`config.mk`:
```
export PLATFORM = sky130hd
export DESIGN_NAME = sd_cmd_rsp_tx_flat
export DESIGN_NICKNAME = d
export VERILOG_FILES = /design/src/rtl/sd_cmd_rsp_if.sv /design/src/rtl/sd_cmd_rsp_tx.sv /design/src/flat_wrapper.sv
export SDC_FILE = /design/constraint.sdc
export NUM_CORES = 1
export LEC_CHECK = 0
export ABC_CLOCK_PERIOD_IN_PS = 2600
export CAP_MARGIN = 40
export CORE_MARGIN = 1
export CORE_UTILIZATION = 30
export CTS_CLUSTER_DIAMETER = 40
export CTS_CLUSTER_SIZE = 24
export DETAILED_ROUTE_END_ITERATION = 10
export HOLD_SLACK_MARGIN = 0.12
export MAX_ROUTING_LAYER = met4
export PLACE_DENSITY_LB_ADDON = 0.1
export SYNTH_ARGS = -nofsm -noshare
export SYNTH_HDL_FRONTEND = slang
export SYNTH_SLANG_ARGS = --single-unit
```
`constraint.sdc`:
```
create_clock -name i_clk -period 2.6 [get_ports i_clk]
set_clock_uncertainty 0.1 [all_clocks]
set_input_delay 0.65 -clock i_clk [delete_from_list [all_inputs] [get_ports i_clk]]
set_output_delay 0.65 -clock i_clk [all_outputs]
set_load 0.03 [all_outputs]
```
`src/rtl/sd_cmd_rsp_if.sv`:
```
// Response request bus between the command decoder (master) and the CMD-line transmitter (slave).
// Handshake: a request is taken on a cycle where i_valid & o_ready & ~i_abort; the source holds its fields until then.
interface sd_cmd_rsp_if;
  logic         i_valid;
  logic         o_ready;
  logic [1:0]   i_type;
  logic [5:0]   i_index;
  logic [127:0] i_data;
  logic         i_abort;

  modport master (
    output i_valid, i_type, i_index, i_data, i_abort,
    input  o_ready
  );

  modport slave (
    input  i_valid, i_type, i_index, i_data, i_abort,
    output o_ready
  );
endinterface

```
`src/rtl/sd_cmd_rsp_tx.sv`:
```
// Card-side SD CMD-line response transmitter: serialises R48/R3/R2 frames with CRC7,
// one bit per SD-clock falling-edge strobe, after an Ncr gap.
module sd_cmd_rsp_tx #(
  parameter int NCR_CYCLES = 2
) (
  input  logic               i_clk,
  input  logic               i_rst,
  input  logic               i_sd_clk_fall,
  sd_cmd_rsp_if.slave        req,
  output logic               o_cmd,
  output logic               o_cmd_oe,
  output logic               o_done,
  output logic [1:0]         o_dbg_state
);

  typedef enum logic [1:0] {
    S_IDLE  = 2'd0,
    S_WAIT  = 2'd1,
    S_SHIFT = 2'd2
  } state_t;

  state_t         state_q, state_d;
  logic [135:0]   frame_q, frame_d;
  logic [6:0]     crc_q, crc_d;
  logic [7:0]     pos_q, pos_d;
  logic [7:0]     ncr_q, ncr_d;
  logic           is_r2_q, is_r2_d;
  logic           use_crc_q, use_crc_d;
  logic           cmd_q, cmd_d;
  logic           oe_q, oe_d;
  logic           done_q, done_d;

  logic           accept;
  logic           req_r2;
  logic           req_r3;
  logic [7:0]     present_pos;
  logic [7:0]     crc_idx;
  logic           pres_bit;
  logic           crc_cov;
  logic [6:0]     crc_next;

  assign req.o_ready  = (state_q == S_IDLE);
  assign accept       = req.i_valid & req.o_ready & ~req.i_abort;
  assign req_r2       = (req.i_type == 2'd2);
  assign req_r3       = (req.i_type == 2'd1);
  assign o_cmd        = cmd_q;
  assign o_cmd_oe     = oe_q;
  assign o_done       = done_q;
  assign o_dbg_state  = state_q;

  // Frame position of the bit presented on this strobe; the start bit comes from WAIT.
  always_comb begin
    present_pos = pos_q - 8'd1;
    if (state_q == S_WAIT) present_pos = is_r2_q ? 8'd135 : 8'd47;
    crc_idx  = present_pos - 8'd1;
    pres_bit = frame_q[135];
    if (use_crc_q && (present_pos >= 8'd1) && (present_pos <= 8'd7)) pres_bit = crc_q[crc_idx[2:0]];
    crc_cov  = (present_pos >= 8'd8) && (!is_r2_q || (present_pos <= 8'd127));
    crc_next = {crc_q[5:0], 1'b0} ^ ({7{pres_bit ^ crc_q[6]}} & 7'h09);
  end

  always_comb begin
    state_d   = state_q;
    frame_d   = frame_q;
    crc_d     = crc_q;
    pos_d     = pos_q;
    ncr_d     = ncr_q;
    is_r2_d   = is_r2_q;
    use_crc_d = use_crc_q;
    cmd_d     = cmd_q;
    oe_d      = oe_q;
    done_d    = 1'b0;

    case (state_q)
      S_IDLE: begin
        if (accept) begin
          // R3 carries all-ones index/CRC fields; R2 carries its CRC over the body only.
          if (req_r2) frame_d = {2'b00, 6'h3f, req.i_data[127:8], 8'h01};
          else        frame_d = {2'b00, (req_r3 ? 6'h3f : req.i_index), req.i_data[31:0],
                                 (req_r3 ? 7'h7f : 7'h00), 1'b1, 88'd0};
          crc_d     = 7'h00;
          ncr_d     = 8'd0;
          pos_d     = 8'd0;
          is_r2_d   = req_r2;
          use_crc_d = !req_r3;
          state_d   = S_WAIT;
        end
      end
      S_WAIT: begin
        if (i_sd_clk_fall) begin
          if (ncr_q == 8'(NCR_CYCLES - 1)) begin
            state_d = S_SHIFT;
            cmd_d   = pres_bit;
            oe_d    = 1'b1;
            frame_d = {frame_q[134:0], 1'b0};
            pos_d   = present_pos;
            if (crc_cov) crc_d = crc_next;
          end else begin
            ncr_d = ncr_q + 8'd1;
          end
        end
      end
      S_SHIFT: begin
        if (i_sd_clk_fall) begin
          if (pos_q == 8'd0) begin
            state_d = S_IDLE;
            cmd_d   = 1'b1;
            oe_d    = 1'b0;
            done_d  = 1'b1;
          end else begin
            cmd_d   = pres_bit;
            frame_d = {frame_q[134:0], 1'b0};
            pos_d   = present_pos;
            if (crc_cov) crc_d = crc_next;
          end
        end
      end
      default: state_d = S_IDLE;
    endcase

    // Abort releases the line immediately and overrides any strobe in the same cycle.
    if (req.i_abort && (state_q != S_IDLE)) begin
      state_d = S_IDLE;
      cmd_d   = 1'b1;
      oe_d    = 1'b0;
      done_d  = 1'b0;
      crc_d   = 7'h00;
      ncr_d   = 8'd0;
      pos_d   = 8'd0;
    end
  end

  always_ff @(posedge i_clk) begin
    if (i_rst) begin
      state_q   <= S_IDLE;
      frame_q   <= '0;
      crc_q     <= 7'h00;
      pos_q     <= 8'd0;
      ncr_q     <= 8'd0;
      is_r2_q   <= 1'b0;
      use_crc_q <= 1'b0;
      cmd_q     <= 1'b1;
      oe_q      <= 1'b0;
      done_q    <= 1'b0;
    end else begin
      state_q   <= state_d;
      frame_q   <= frame_d;
      crc_q     <= crc_d;
      pos_q     <= pos_d;
      ncr_q     <= ncr_d;
      is_r2_q   <= is_r2_d;
      use_crc_q <= use_crc_d;
      cmd_q     <= cmd_d;
      oe_q      <= oe_d;
      done_q    <= done_d;
    end
  end

endmodule

```
`src/flat_wrapper.sv`:
```
// flat-port wrapper written by rule: the top's interface ports become plain ports
module sd_cmd_rsp_tx_flat 
#(
  parameter int NCR_CYCLES = 2
)
  (i_clk, i_rst, i_sd_clk_fall, o_cmd, o_cmd_oe, o_done, o_dbg_state, req_i_valid, req_i_type, req_i_index, req_i_data, req_i_abort, req_o_ready);
  sd_cmd_rsp_if req_i ();
  input  logic i_clk;
  input  logic i_rst;
  input  logic i_sd_clk_fall;
  output logic o_cmd;
  output logic o_cmd_oe;
  output logic o_done;
  output logic [1:0] o_dbg_state;
  input wire logic [$bits(req_i.i_valid)-1:0] req_i_valid;
  input wire logic [$bits(req_i.i_type)-1:0] req_i_type;
  input wire logic [$bits(req_i.i_index)-1:0] req_i_index;
  input wire logic [$bits(req_i.i_data)-1:0] req_i_data;
  input wire logic [$bits(req_i.i_abort)-1:0] req_i_abort;
  output wire logic [$bits(req_i.o_ready)-1:0] req_o_ready;
  assign req_i.i_valid = req_i_valid;
  assign req_i.i_type = req_i_type;
  assign req_i.i_index = req_i_index;
  assign req_i.i_data = req_i_data;
  assign req_i.i_abort = req_i_abort;
  assign req_o_ready = req_i.o_ready;
  sd_cmd_rsp_tx #(.NCR_CYCLES(NCR_CYCLES)) u_core (.i_clk(i_clk), .i_rst(i_rst), .i_sd_clk_fall(i_sd_clk_fall), .req(req_i), .o_cmd(o_cmd), .o_cmd_oe(o_cmd_oe), .o_done(o_done), .o_dbg_state(o_dbg_state));
endmodule
```
# Yosys cells after proc, flatten, opt, wreduce, memory -nomap -nowiden

Cells that the tools add are included.

Bits in registers: 166
Word-level logic and storage cells: 105

Muxes and demuxes: 47
Equal/unequal tests: 12
Reductions and logical operators: 21
Add/sub/neg operators: 3
Bitwise logic cells: 7
Magnitude comparators: 5

Operator list:

| cell                  | number |
|---|---|
| $mux W136             | 5 |
| $pmux W136 S3         | 1 |
| $mux W134             | 1 |
| $mux W8               | 9 |
| $mux W7               | 7 |
| $pmux W8 S3           | 1 |
| $pmux W7 S3           | 1 |
| $pmux W8 S2           | 1 |
| $ne A2 B2 Y1 const B  | 6 |
| $mux W1               | 11 |
| $mux W2               | 5 |
| $reduce_and A5 Y1     | 2 |
| $add A8 B1 Y8 const B | 1 |
| $eq A8 B1 Y1 const B  | 1 |
| $ge A8 B1 Y1 const B  | 1 |
| $ge A8 B4 Y1 const B  | 1 |
| $le A8 B3 Y1 const B  | 1 |
| $le A8 B7 Y1 const B  | 1 |
| $logic_not A8 Y1      | 1 |
| $reduce_and A4 Y1     | 2 |
| $sub A8 B1 Y8 const B | 1 |
| $xor A7 B4 Y7         | 1 |
| $mux W6               | 1 |
| $pmux W2 S3           | 1 |
| 20 further kinds      | 32 |

# Depth between registers and ports, before layout

Gate-level depths: netlist of run 1.

Depth in word-level cells: 12
Gate-level depth with buffers: 15

# Least setup slack after synthesis of run 1

Ideal clock, no wire load.

Kind: reg2reg
From: register u_core.state_q[0] (netlist: u_core.o_dbg_state[0])
To: register u_core.crc_q[3]
Path slack: -383 ps
Required time: 2,431 ps
Data arrival time: 2,814 ps
Cell stages (with the launch flop): 12
Cells stage by stage: dfxtp_1 > ha_1 > clkbuf_1 > clkbuf_1 > inv_1 > nand2_1 > ha_1 > mux4_2 > mux2_2 > mux2i_4 > xor3_1 > o21ai_1

Cells in the longest elaborated chain, start to end: 12
Elaborated cells on any way between the ends: 36

RTL lines:

| item                                                                 | line                                      | RTL |
|---|---|---|
| start: declaration                                                   | sd_cmd_rsp_tx.sv:22                       | `state_t state_q, state_d;` |
| start signal: assignment                                             | sd_cmd_rsp_tx.sv:146                      | `state_q <= state_d;` |
| $eq A2 B1 Y1                                                         | sd_cmd_rsp_tx.sv:54, sd_cmd_rsp_tx.sv:74  |  |
| $mux W8                                                              | sd_cmd_rsp_tx.sv:54                       | `if (state_q == S_WAIT) present_pos = is_r2_q ? 8'd135 : 8'd47;` |
| $sub A3 B1 Y3 or $ge A8 B1 Y1 (tied branches)                        | sd_cmd_rsp_tx.sv:55, sd_cmd_rsp_tx.sv:57  |  |
| $bmux W1 S3 or $logic_and A1 B1 Y1 (tied branches)                   | sd_cmd_rsp_tx.sv:57                       | `if (use_crc_q && (present_pos >= 8'd1) && (present_pos <= 8'd7)) pres_bit = crc_q[crc_idx[2:0]];` |
| $mux W1 (implied by the code) or $logic_and A1 B1 Y1 (tied branches) | sd_cmd_rsp_tx.sv:57                       |  |
| $mux W1                                                              | sd_cmd_rsp_tx.sv:57                       |  |
| $xor A1 B1 Y1                                                        | sd_cmd_rsp_tx.sv:59                       | `crc_next = {crc_q[5:0], 1'b0} ^ ({7{pres_bit ^ crc_q[6]}} & 7'h09);` |
| $xor A7 B4 Y7                                                        | sd_cmd_rsp_tx.sv:59                       |  |
| $mux W7                                                              | sd_cmd_rsp_tx.sv:97, sd_cmd_rsp_tx.sv:114 |  |
| $mux W7 (on tied branches)                                           | sd_cmd_rsp_tx.sv:105, sd_cmd_rsp_tx.sv:91 |  |
| $mux W7 (on tied branches)                                           | sd_cmd_rsp_tx.sv:104, sd_cmd_rsp_tx.sv:90 |  |
| $pmux W7 S3                                                          | sd_cmd_rsp_tx.sv:74                       | `case (state_q)` |
| end signal: assignment                                               | sd_cmd_rsp_tx.sv:148                      | `crc_q <= crc_d;` |
| end: declaration                                                     | sd_cmd_rsp_tx.sv:24                       | `logic [6:0] crc_q, crc_d;` |

Several ways; a longest one is shown, not always the timed one. The select of a mux whose other input is x is not followed.
A chain may end at the register's enable or synchronous reset.

# Final worst setup path of run 1

From: register u_core.pos_q[0]
To: register u_core.crc_q[3]

Cells in the longest elaborated chain, start to end: 12
Elaborated cells on any way between the ends: 25

RTL lines:

| item                                                                 | line                                      | RTL |
|---|---|---|
| start: declaration                                                   | sd_cmd_rsp_tx.sv:25                       | `logic [7:0] pos_q, pos_d;` |
| start signal: assignment                                             | sd_cmd_rsp_tx.sv:149                      | `pos_q <= pos_d;` |
| $sub A8 B1 Y8                                                        | sd_cmd_rsp_tx.sv:53                       | `present_pos = pos_q - 8'd1;` |
| $mux W8                                                              | sd_cmd_rsp_tx.sv:54                       |  |
| $sub A3 B1 Y3 or $ge A8 B1 Y1 (tied branches)                        | sd_cmd_rsp_tx.sv:55, sd_cmd_rsp_tx.sv:57  |  |
| $bmux W1 S3 or $logic_and A1 B1 Y1 (tied branches)                   | sd_cmd_rsp_tx.sv:57                       |  |
| $mux W1 (implied by the code) or $logic_and A1 B1 Y1 (tied branches) | sd_cmd_rsp_tx.sv:57                       |  |
| $mux W1                                                              | sd_cmd_rsp_tx.sv:57                       |  |
| $xor A1 B1 Y1                                                        | sd_cmd_rsp_tx.sv:59                       |  |
| $xor A7 B4 Y7                                                        | sd_cmd_rsp_tx.sv:59                       |  |
| $mux W7                                                              | sd_cmd_rsp_tx.sv:97, sd_cmd_rsp_tx.sv:114 |  |
| $mux W7 (on tied branches)                                           | sd_cmd_rsp_tx.sv:105, sd_cmd_rsp_tx.sv:91 |  |
| $mux W7 (on tied branches)                                           | sd_cmd_rsp_tx.sv:104, sd_cmd_rsp_tx.sv:90 |  |
| $pmux W7 S3                                                          | sd_cmd_rsp_tx.sv:74                       |  |

Several ways; a longest one is shown, not always the timed one. The select of a mux whose other input is x is not followed.

==> out/qor.yml, run 1 <==
critical_path:
  crit_path_max_incr_delay_ns: 0.37
  critPathMaxFanout: 5
  cpMaxStageDelayCell: "dfxtp_4"
  r2r_cells: 10
  cp.depth: 10
  crit_required_ns: 2.86
  cp_data_arrival_time_ns: 2.84
  critPathMostFrequentCell: "ha_4"
  criticalPathCategory: "reg -> reg"
  path_buf_inv: 2
  path_cells: "inv_2 > ha_4 > nand2_2 > buf_4 > ha_4 > mux4_2 > mux2_4 > mux2i_4 > xor3_1 > o21ai_1"
  path_delay_family: "multiplexers"
  worstSetupStartpointType: "flip-flop"
  end_kind: "flip-flop"
clock_tree:
  cts.path.max_buffers: 2
  cts_buffers: 17
  cts_sinks: 166
  cts_tree: "yes"
  cts_hold_buf: 0
  clk_pin_slew_ns: 0.07
  root_buffer: "clkbuf_16"
  cts_max_level: 4
  worstSkewPairLatency_ns: 0.43
synth:
  netlist-cell-type-count: 55
  synth.largest_area_cell: "dfxtp_1"
  postSynthAreaPerCell_um2: 7.69
  synth_ff_type: "dfxtp_1"
  yosysWarnings: 0
  synth_top_cells_by_area: "dfxtp_1 41%, a211oi_1 7.5%, nand2_1 6.5%"
  async_flop_share: 0
  synth_edf_count: 0
  synthCells: 1051
  netlist.area_leader.share: 0.411
  synth_fp_nets: 1203
  ys_seq_area_frac: 0.411
  syn-cell-area_um2: 8080
  ys_seq_elements: 166
pwr:
  swShare: 0.419
  p_clk_frac: 0.202
  p_leak_nw: 4.20
  seqPwrFrac: 0.315
  p_total_w: 0.0126
  combPwrFrac: 0.483
  switchingPower_w: 0.00526
  power.internal_w: 0.00730
  powerDensity_nw_per_um2: 1150
  ir_worst_vdd_mv: 0.612
layout:
  drive_above_1_share: 0.106
  area_growth_pct: 34.9
  fin_area_um2: 10900
  antenna_cells: 0
  nets: 1324
  fillers: 2753
sta:
  layout_min_cycle_time_ns: 2.58
  fmax_mhz: 388
  worst_pin_slew_ns: 0.746
  maxSlewViolCount: 0
  setup_viol: 0
  finalCritPeriodShare: 0.991
  final_hold_viol_count: 0
  hold_ws_ns: 0.352
  slew_headroom: 0.503
  rsz0062_at_grt: "yes"
routing:
  ant_nets: 0
  wl_per_cell_um: 14.9
  drc: 3
  drtIter0Drc: 434
  vias: 7639
  routed_via_density: 5.03
  dr.pass1.iters: 7
  routed_wirelength_mm: 22.6
floorplanning:
  initial_core_util: 0.308
  die_area_um2: 27600
  die_y_um: 166
  row_count: 59
  die_width_um: 166
  coreArea_um2: 26300
  ioPinCount: 147
hold_path:
  hold_path_depth: 2
  hold_class: "reg -> reg"
placement:
  place_hpwl_mm: 14.3
  placed_area_um2: 10200
  gp_congestion: 0.804
  io_buffers: 146
flow_run:
  drv_cap: 0
global_routing:
  grt_start_max_net_pins: 139
  grt_pass1_vias: 7170
  gr-total-overflow: 0
  grt_pass1_wl_mm: 37.7
  antenna_found_initial: 0
  grt_usage: 0.171
outcome:
  status: "finished with violations"
  violations: "design-rule violations"
power by group through the flow:
stage                     combinational (W)  clock (W)  sequential, W
after floorplan                     0.00410          0        0.00390
after global routing                0.00681    0.00274        0.00408
after CTS                           0.00604    0.00262        0.00395
after global placement              0.00599          0        0.00400
after detailed placement            0.00602          0        0.00399
final                               0.00606    0.00254        0.00396
cell usage in the layout (no fill, tap or decap), types with 5 or more instances in the layout:
cell | netlist | routed
a211oi_1 | 81 | 81
a21oi_1 | 80 | 80
a22oi_1 | 5 | 5
and3_1 | 82 | 80
buf_12 | 0 | 14
buf_4 | 0 | 43
clkbuf_16 | 0 | 17
clkdlybuf4s50_1 | 0 | 144
dfxtp_1 | 166 | 162
ha_1 | 11 | 6
inv_1 | 12 | 7
inv_8 | 0 | 7
mux2i_1 | 5 | 5
nand2_1 | 140 | 139
nand3_1 | 49 | 48
nor2_1 | 112 | 112
nor3_1 | 87 | 87
o211ai_1 | 46 | 46
o21ai_0 | 6 | 5
or3_1 | 9 | 9
xor2_1 | 6 | 6
timing repair:
action                                  4_1_cts  5_1_grt
resized for setup                             3       21
hold endpoints to repair                      0        0
buffers inserted                              0        4
pin swaps                                     0        8
endpoints found under the setup margin        2       22
stage by stage:
| stage | instances | util | TNS, ns | setup WS [ns] |
|---|---|---|---|---|
| after floorplan | 1051 | - | -0.0205 | -0.0205 |
| after global placement | 1484 | 0.388 | -6.21 | -0.108 |
| after detailed placement | 1484 | 0.388 | -7.40 | -0.102 |
| after CTS | 1516 | 0.410 | 0 | 0.0464 |
| after global routing | 1520 | 0.415 | -0.0725 | -0.0506 |
| final | 1520 | 0.415 | 0 | 0.0240 |
cells by family (layout without fill, tap and decap cells):
family          count (synthesis)  in the layout  share of synthesized area
compound gates                237            237                      0.195
xor+xnor                        9              9                     0.0116
fa+ha+maj                      11             11                     0.0170
buf+inv                       114            248                     0.0554
flops                         166            166                      0.411
mux                             8              8                     0.0132
simple gates                  506            506                      0.297
layout make-up:
type | count | area [µm²] | share of cell area
Timing Repair Buffer | 203 | 2060 | 0.189
Sequential cell | 166 | 3340 | 0.306
Inverter | 13 | 56.3 | 0.00516
Tap cell | 335 | 419 | 0.0384
Multi-Input combinational cell | 771 | 4430 | 0.407
Clock buffer | 17 | 425 | 0.0390
Clock inverter | 15 | 168 | 0.0154
worst reg2reg max path, cell delays in order, from the launching register on:
cell and delay (ns):
dfxtp_4 0.37, inv_2 0.06, ha_4 0.26, nand2_2 0.06, buf_4 0.14, ha_4 0.26
mux4_2 0.30, mux2_4 0.30, mux2i_4 0.21, xor3_1 0.34, o21ai_1 0.12
cells in the mapped netlist, types with 6 or more instances:
cell,instances
o211ai_1,46
xor2_1,6
clkbuf_1,79
dfxtp_1,166
and3_1,82
a21oi_1,80
buf_2,10
nor2_1,112
a211oi_1,81
nand2_1,140
inv_1,12
nand3_1,49
ha_1,11
o21ai_0,6
nor3_1,87
or3_1,9
buf_1,11
final timing paths:
check / startpoint / to / slack, ns
worst min register to register: u_core.frame_q[1] / u_core.frame_q[1] / 0.35
worst max-delay path: u_core.pos_q[0] / u_core.crc_q[3] / 0.02
worst min-delay path: u_core.frame_q[1] / u_core.frame_q[1] / 0.35
worst max register to register: u_core.pos_q[0] / u_core.crc_q[3] / 0.02
flip-flops by register name (all words and copies together) (netlist names):
signal,cells
u_core.crc_q,7
u_core.frame_q,136
u_core.is_r2_q,1
u_core.ncr_q,8
u_core.o_cmd,1
u_core.o_cmd_oe,1
u_core.o_dbg_state,2
u_core.o_done,1
u_core.pos_q,8
u_core.use_crc_q,1
per-layer routing:
| layer | vias to the layer above | part of all wire | global-route usage |
|---|---|---|---|
| li1 | 3991 | - | - |
| met2 | 95 | 0.47 | 0.264 |
| met3 | 12 | 0.022 | 0.0307 |
| met1 | 3541 | 0.50 | 0.232 |
| met4 | 0 | 0.0076 | 0.0374 |
| met5 | - | 0 | - |
Power figures use the tool's default switching activity.
==> inputs of run 2 (changes only) <==
Settings changed: CORE_UTILIZATION 30 to 48.
==> out/qor.yml, run 2 (same netlist as run 1, synthesis figures left out) <==
clock_tree:
  clk_pin_slew_ns: 0.06
  root_buffer: "clkbuf_16"
  cts_sinks: 166
  cts_max_level: 4
  cts_hold_buf: 0
  cts.path.max_buffers: 2
  cts_tree: "yes"
  worstSkewPairLatency_ns: 0.43
  cts_buffers: 17
sta:
  layout_min_cycle_time_ns: 2.56
  slew_headroom: 0.551
  worst_pin_slew_ns: 0.673
  final_hold_viol_count: 0
  fmax_mhz: 390
  maxSlewViolCount: 0
  setup_viol: 0
  finalCritPeriodShare: 0.986
critical_path:
  crit_required_ns: 2.85
  r2r_slack_ns: 0.04
  end_kind: "flip-flop"
  critPathMaxFanout: 6
  criticalPathCategory: "reg -> reg"
  worstSetupStartpointType: "flip-flop"
  cp_data_arrival_time_ns: 2.82
floorplanning:
  ioPinCount: 147
  die_y_um: 132
  die_area_um2: 17400
  row_count: 47
  coreArea_um2: 16500
  die_width_um: 132
  initial_core_util: 0.489
global_routing:
  gr-total-overflow: 0
  grt_start_max_net_pins: 104
  grt_usage: 0.251
  grt_pass1_vias: 7177
  antenna_found_initial: 0
  grt_pass1_wl_mm: 35.0
pwr:
  p_leak_nw: 4.20
  p_clk_frac: 0.198
  power.internal_w: 0.00759
  seqPwrFrac: 0.315
  p_total_w: 0.0127
  combPwrFrac: 0.487
  switchingPower_w: 0.00507
  powerDensity_nw_per_um2: 1170
  swShare: 0.401
  ir_worst_vdd_mv: 0.841
layout:
  area_growth_pct: 33.6
  largest_register_ffs: 136
  regMostFlops: "u_core.frame_q"
  antenna_cells: 0
  utilization: 0.653
  final_cells: 1408
  nets: 1327
  mostFrequentLayoutCell: "dfxtp_1"
  largestRegisters: "u_core.frame_q x136, u_core.ncr_q x8, u_core.pos_q x8"
  final_cell_mix: "162 x dfxtp_1, 144 x clkdlybuf4s50_1, 139 x nand2_1"
  drive_above_1_share: 0.106
routing:
  routed_wirelength_mm: 21.1
  ant_nets: 0
  dr.pass1.iters: 5
  vias: 7803
  routed_via_density: 5.54
  wl_per_cell_um: 15.0
  drc: 0
  drtIter0Drc: 507
placement:
  place_inst: 1372
  io_buffers: 146
  gp_congestion: 0.865
  place_hpwl_mm: 13.1
outcome:
  status: "finished clean"
flow_run:
  drv_cap: 0
hold_path:
  hold_class: "reg -> reg"
-- run 2: cell types whose count changed in the layout (fill, tap and decap cells not counted), moves of 2 or more --
cell        delta
bufinv_16      +2
inv_8          -7
clkinv_8       -2
inv_2          +2
clkinv_2       +2
clkbuf_8       +2
clkbuf_1       +2
clkinvlp_4     +3
inv_4          -2
buf_12         +2
buf_4          +2
-- run 2: worst paths after layout --
kind / startpoint / cells past startpoint / endpoint
worst max-delay path: u_core.pos_q[0] / 8 / u_core.o_cmd
worst min-delay path: u_core.frame_q[130] / 2 / u_core.frame_q[130]
worst max register to register: u_core.pos_q[0] / 8 / u_core.o_cmd
worst min register to register: u_core.frame_q[130] / 2 / u_core.frame_q[130]
-- run 2: layout make-up --
cell class	instances	area (µm²)
fill	1429	5730
multi-input combinational	771	4440
clock buffer	21	460
inverter	13	51.3
clock inverter	11	124
tap	220	275
sequential	166	3340
timing repair buffer	206	2110
-- run 2: repair_timing --
action	4_1_cts	5_1_grt
pin swaps	0	6
endpoints found under the setup margin	1	146
setup buffers	0	4
gates resized for setup	1	21
-- run 2: per-layer routing --
| layer | global-route usage | share of wire | vias to the layer above |
|---|---|---|---|
| met5 | - | 0 | - |
| met4 | 0.0536 | 0.0086 | 0 |
| met3 | 0.0496 | 0.043 | 14 |
| met2 | 0.394 | 0.47 | 174 |
| met1 | 0.334 | 0.48 | 3617 |
| li1 | - | - | 3998 |
-- run 2: critical path: stages, from the launching register on --
cell and delay [ns]:
dfxtp_4 0.36, or4_4 0.57, or4_4 0.44, a31oi_4 0.21, nand3_2 0.13, mux2i_4 0.22
buf_4 0.15, and4_1 0.17, o21ai_1 0.14
-- run 2: power groups by stage --
stage	clock network, W	registers (W)	logic, W
final	0.00251	0.00398	0.00616
after global routing	0.00267	0.00409	0.00687
after CTS	0.00255	0.00397	0.00607
after detailed placement	0	0.00400	0.00602
after global placement	0	0.00399	0.00594
after floorplan	0	0.00390	0.00410
-- run 2: per-stage QoR --
stage / setup slack [ns] / instance area (µm²) / hold WS, ns / setup TNS, ns
global route: -0.0781 / 10800 / 0.368 / -0.185
finish: 0.0355 / 10800 / 0.352 / 0
detailed placement: -0.114 / 10100 / 0.345 / -6.14
global placement: -0.0993 / 10100 / 0.340 / -2.65
floorplan: -0.0205 / 8110 / 0.332 / -0.0205
CTS: 0.0428 / 10700 / 0.354 / 0
==> variant (flow settings as in run 1) <==
Make the reset (`i_rst`) asynchronous in one clocked block.
--- a/src/rtl/sd_cmd_rsp_tx.sv
+++ b/src/rtl/sd_cmd_rsp_tx.sv
@@ -130,7 +130,7 @@
     end
   end
 
-  always_ff @(posedge i_clk) begin
+  always_ff @(posedge i_clk or posedge i_rst) begin
     if (i_rst) begin
       state_q   <= S_IDLE;
       frame_q   <= '0;
Function: differs if i_rst is asserted again (counterexample within 4 cycles, from zero or initial values and one cycle with i_rst high); with i_rst held inactive, the same outputs for 4 cycles.
==> variant against run 1 <==
The run ends with negative setup slack left; combinational power increased by 45%; final cell count increased by 5.4%; synthesized area increased by 6.7%; core utilization increased by 3.7 points; global-route usage decreased by 0.84 points; cell area increased by 16%; total power increased by 26%; routed wire length increased by 20%; worst setup slack got worse by 0.13 ns; worst hold slack improved by 0.032 ns; sequential cell count unchanged; largest power group unchanged.
==> variant: results (changes against run 1) <==
* Number of nets in the finished design: 1362 (+2.9%)
* Async SR Flop Fraction: 100% (+100 points)
- Drt initial violations: 593 (+37%)
* Largest net degree at the start of global routing: 110 (-21%)
* Routed wire per std cell: 17.0 microns (+14%)
* Clock network latency to the later pin of the worst-skew pair: 0.44 ns
* Violated checks: negative setup slack
- Synth Net Count: 1191 (-1.0%)
- Fraction of layout instances using a drive strength above 1: 23.0% (+12 points)
* Most common library cells after synthesis: nand2_1 (232), a21oi_1 (168), dfrtp_1 (165), and3_1 (82), o21ai_1 (79)
* Final setup margin: -0.109 ns (-0.132 ns)
- Number of different library cells in the post-synthesis netlist: 49 (-11%)
- Total routing resource utilization after global routing: 16.2% (-0.84 points)
- The placer's final routability congestion estimate was 0.812 (+1.0%).
- Critical path's slowest cell: or3_4
* Global-route wire length before repair: 36700 microns (-2.6%)
* Via Count: 7913 (+3.6%)
- Largest vdd supply drop: 0.000774 V (+27%)
- The top fanout value on the critical path was 21 (+16).
- The portion of the post-synthesis area used by sequential elements is 48.2% (+7.1 points).
- Outcome: finished with violations
- Pleak: 5.65 nW (+35%)
- The buffer depth of the longest clock path came to 2 (unchanged).
- The normalized max-slew margin came to 65.3% (+15 points).
- Largest cells by area after synthesis: dfrtp_1 (48%), nand2_1 (10%), a21oi_1 (9.7%), and3_1 (5.9%), o21ai_1 (4.6%)
- Path depth of the worst reg2reg path: 8 (-2)
- The endpoint identified for the worst register-to-register timing path is u_core.frame_q[77]$_DFFE_PP0P_.
- Hold path start: u_core.frame_q[46]$_DFFE_PP0P_
* Dominant delay contributor by cell family on the critical path: simple AND/OR/NAND/NOR gates
- In this run the worst setup path begins at u_core.ncr_q[1]$_DFFE_PP0P_.
* Power dissipated by switching net loads: 6.90 mW (+31%)
- DRT Pass-1 Iters: 4 (-3)
- Delay of the slowest critical-path stage: 0.55 ns (+0.18 ns)
- Half-perimeter wire length after placement: 15000 microns (+4.8%)
- The setup-violating endpoint count in the final report came to 143 (+143).
- # resized after CTS: 2 (-1)
- The combinational share of power came to 55.5% (+7.2 points).
- Crit path arrival time: 2.98 ns (+0.14 ns)
variant: cell types whose count changed in the layout (fill, tap and decap cells not counted), moves of 22 or more:
cell | run 1 | this run
dfrtp_1 | 0 | 163
dfxtp_1 | 162 | 0
nor2_1 | 112 | 22
o21ai_1 | 4 | 91
nor3_1 | 87 | 1
a21oi_1 | 80 | 164
a211oi_1 | 81 | 0
o211ai_1 | 46 | 0
nand3_1 | 48 | 4
o21ai_2 | 2 | 46
nand2_2 | 1 | 43
nand2_1 | 139 | 168
nand2_4 | 0 | 22
variant: layout make-up:
| type | instances | area (sq um) |
|---|---|---|
| clock inverter | 14 | 156 |
| fill | 2767 | 15400 |
| sequential | 166 | 4160 |
| clock buffer | 18 | 429 |
| multi-input combinational | 771 | 4700 |
| timing repair buffer | 235 | 2660 |
| inverter | 20 | 81.3 |
| tap | 378 | 473 |
variant: power groups by stage:
stage | sequential [mW] | clock [mW] | combinational [mW]
final | 4.47 | 2.58 | 8.79
after global routing | 4.60 | 2.76 | 9.58
after CTS | 4.31 | 2.66 | 5.84
after detailed placement | 4.34 | 0 | 5.85
after global placement | 4.34 | 0 | 5.76
after floorplan | 4.24 | 0 | 4.20
variant: metal layers:
metal  vias up  share of wire [%]  GRT usage (%)
met1      3840                 49           22.1
met2       123                 47           24.6
li1       3935                  -              -
met3        15                3.5           3.04
met4         0                1.1           4.43
met5         -                  0              -
variant: through the flow:
| step | setup slack, ns | instances | instance area, sq um | hold slack [ns] | setup TNS [ns] |
|---|---|---|---|---|---|
| 2_1_floorplan | -0.443 | 1040 | 8710 | 0.350 | -43.87 |
| 3_3_place_gp | -0.139 | 1530 | 10800 | 0.361 | -15.35 |
| 3_5_place_dp | -0.178 | 1530 | 10800 | 0.370 | -18.46 |
| 4_1_cts | 0.00485 | 1562 | 11400 | 0.387 | 0 |
| 5_1_grt | -0.170 | 1602 | 12700 | 0.405 | -19.17 |
| 6_report | -0.109 | 1602 | 12700 | 0.384 | -9.11 |
variant: cell families after synthesis:
family / synth area share [%]
AO/OA/AOI/OAI: 21.3
XOR/XNOR: 1.32
adder cells (fa/ha/maj): 1.45
buffers and inverters: 5.51
flip-flops: 48.2
multiplexers: 1.35
AND/OR/NAND/NOR: 20.9
variant: worst min-delay path by stage:
stage                                            to  depth (start not counted)
floorplan            u_core.frame_q[87]$_DFFE_PP0P_                          2
detailed placement  u_core.frame_q[110]$_DFFE_PP0P_                          2
CTS                  u_core.frame_q[19]$_DFFE_PP0P_                          2
global route         u_core.frame_q[39]$_DFFE_PP0P_                          2
global placement    u_core.frame_q[116]$_DFFE_PP0P_                          2
finish               u_core.frame_q[46]$_DFFE_PP0P_                          2
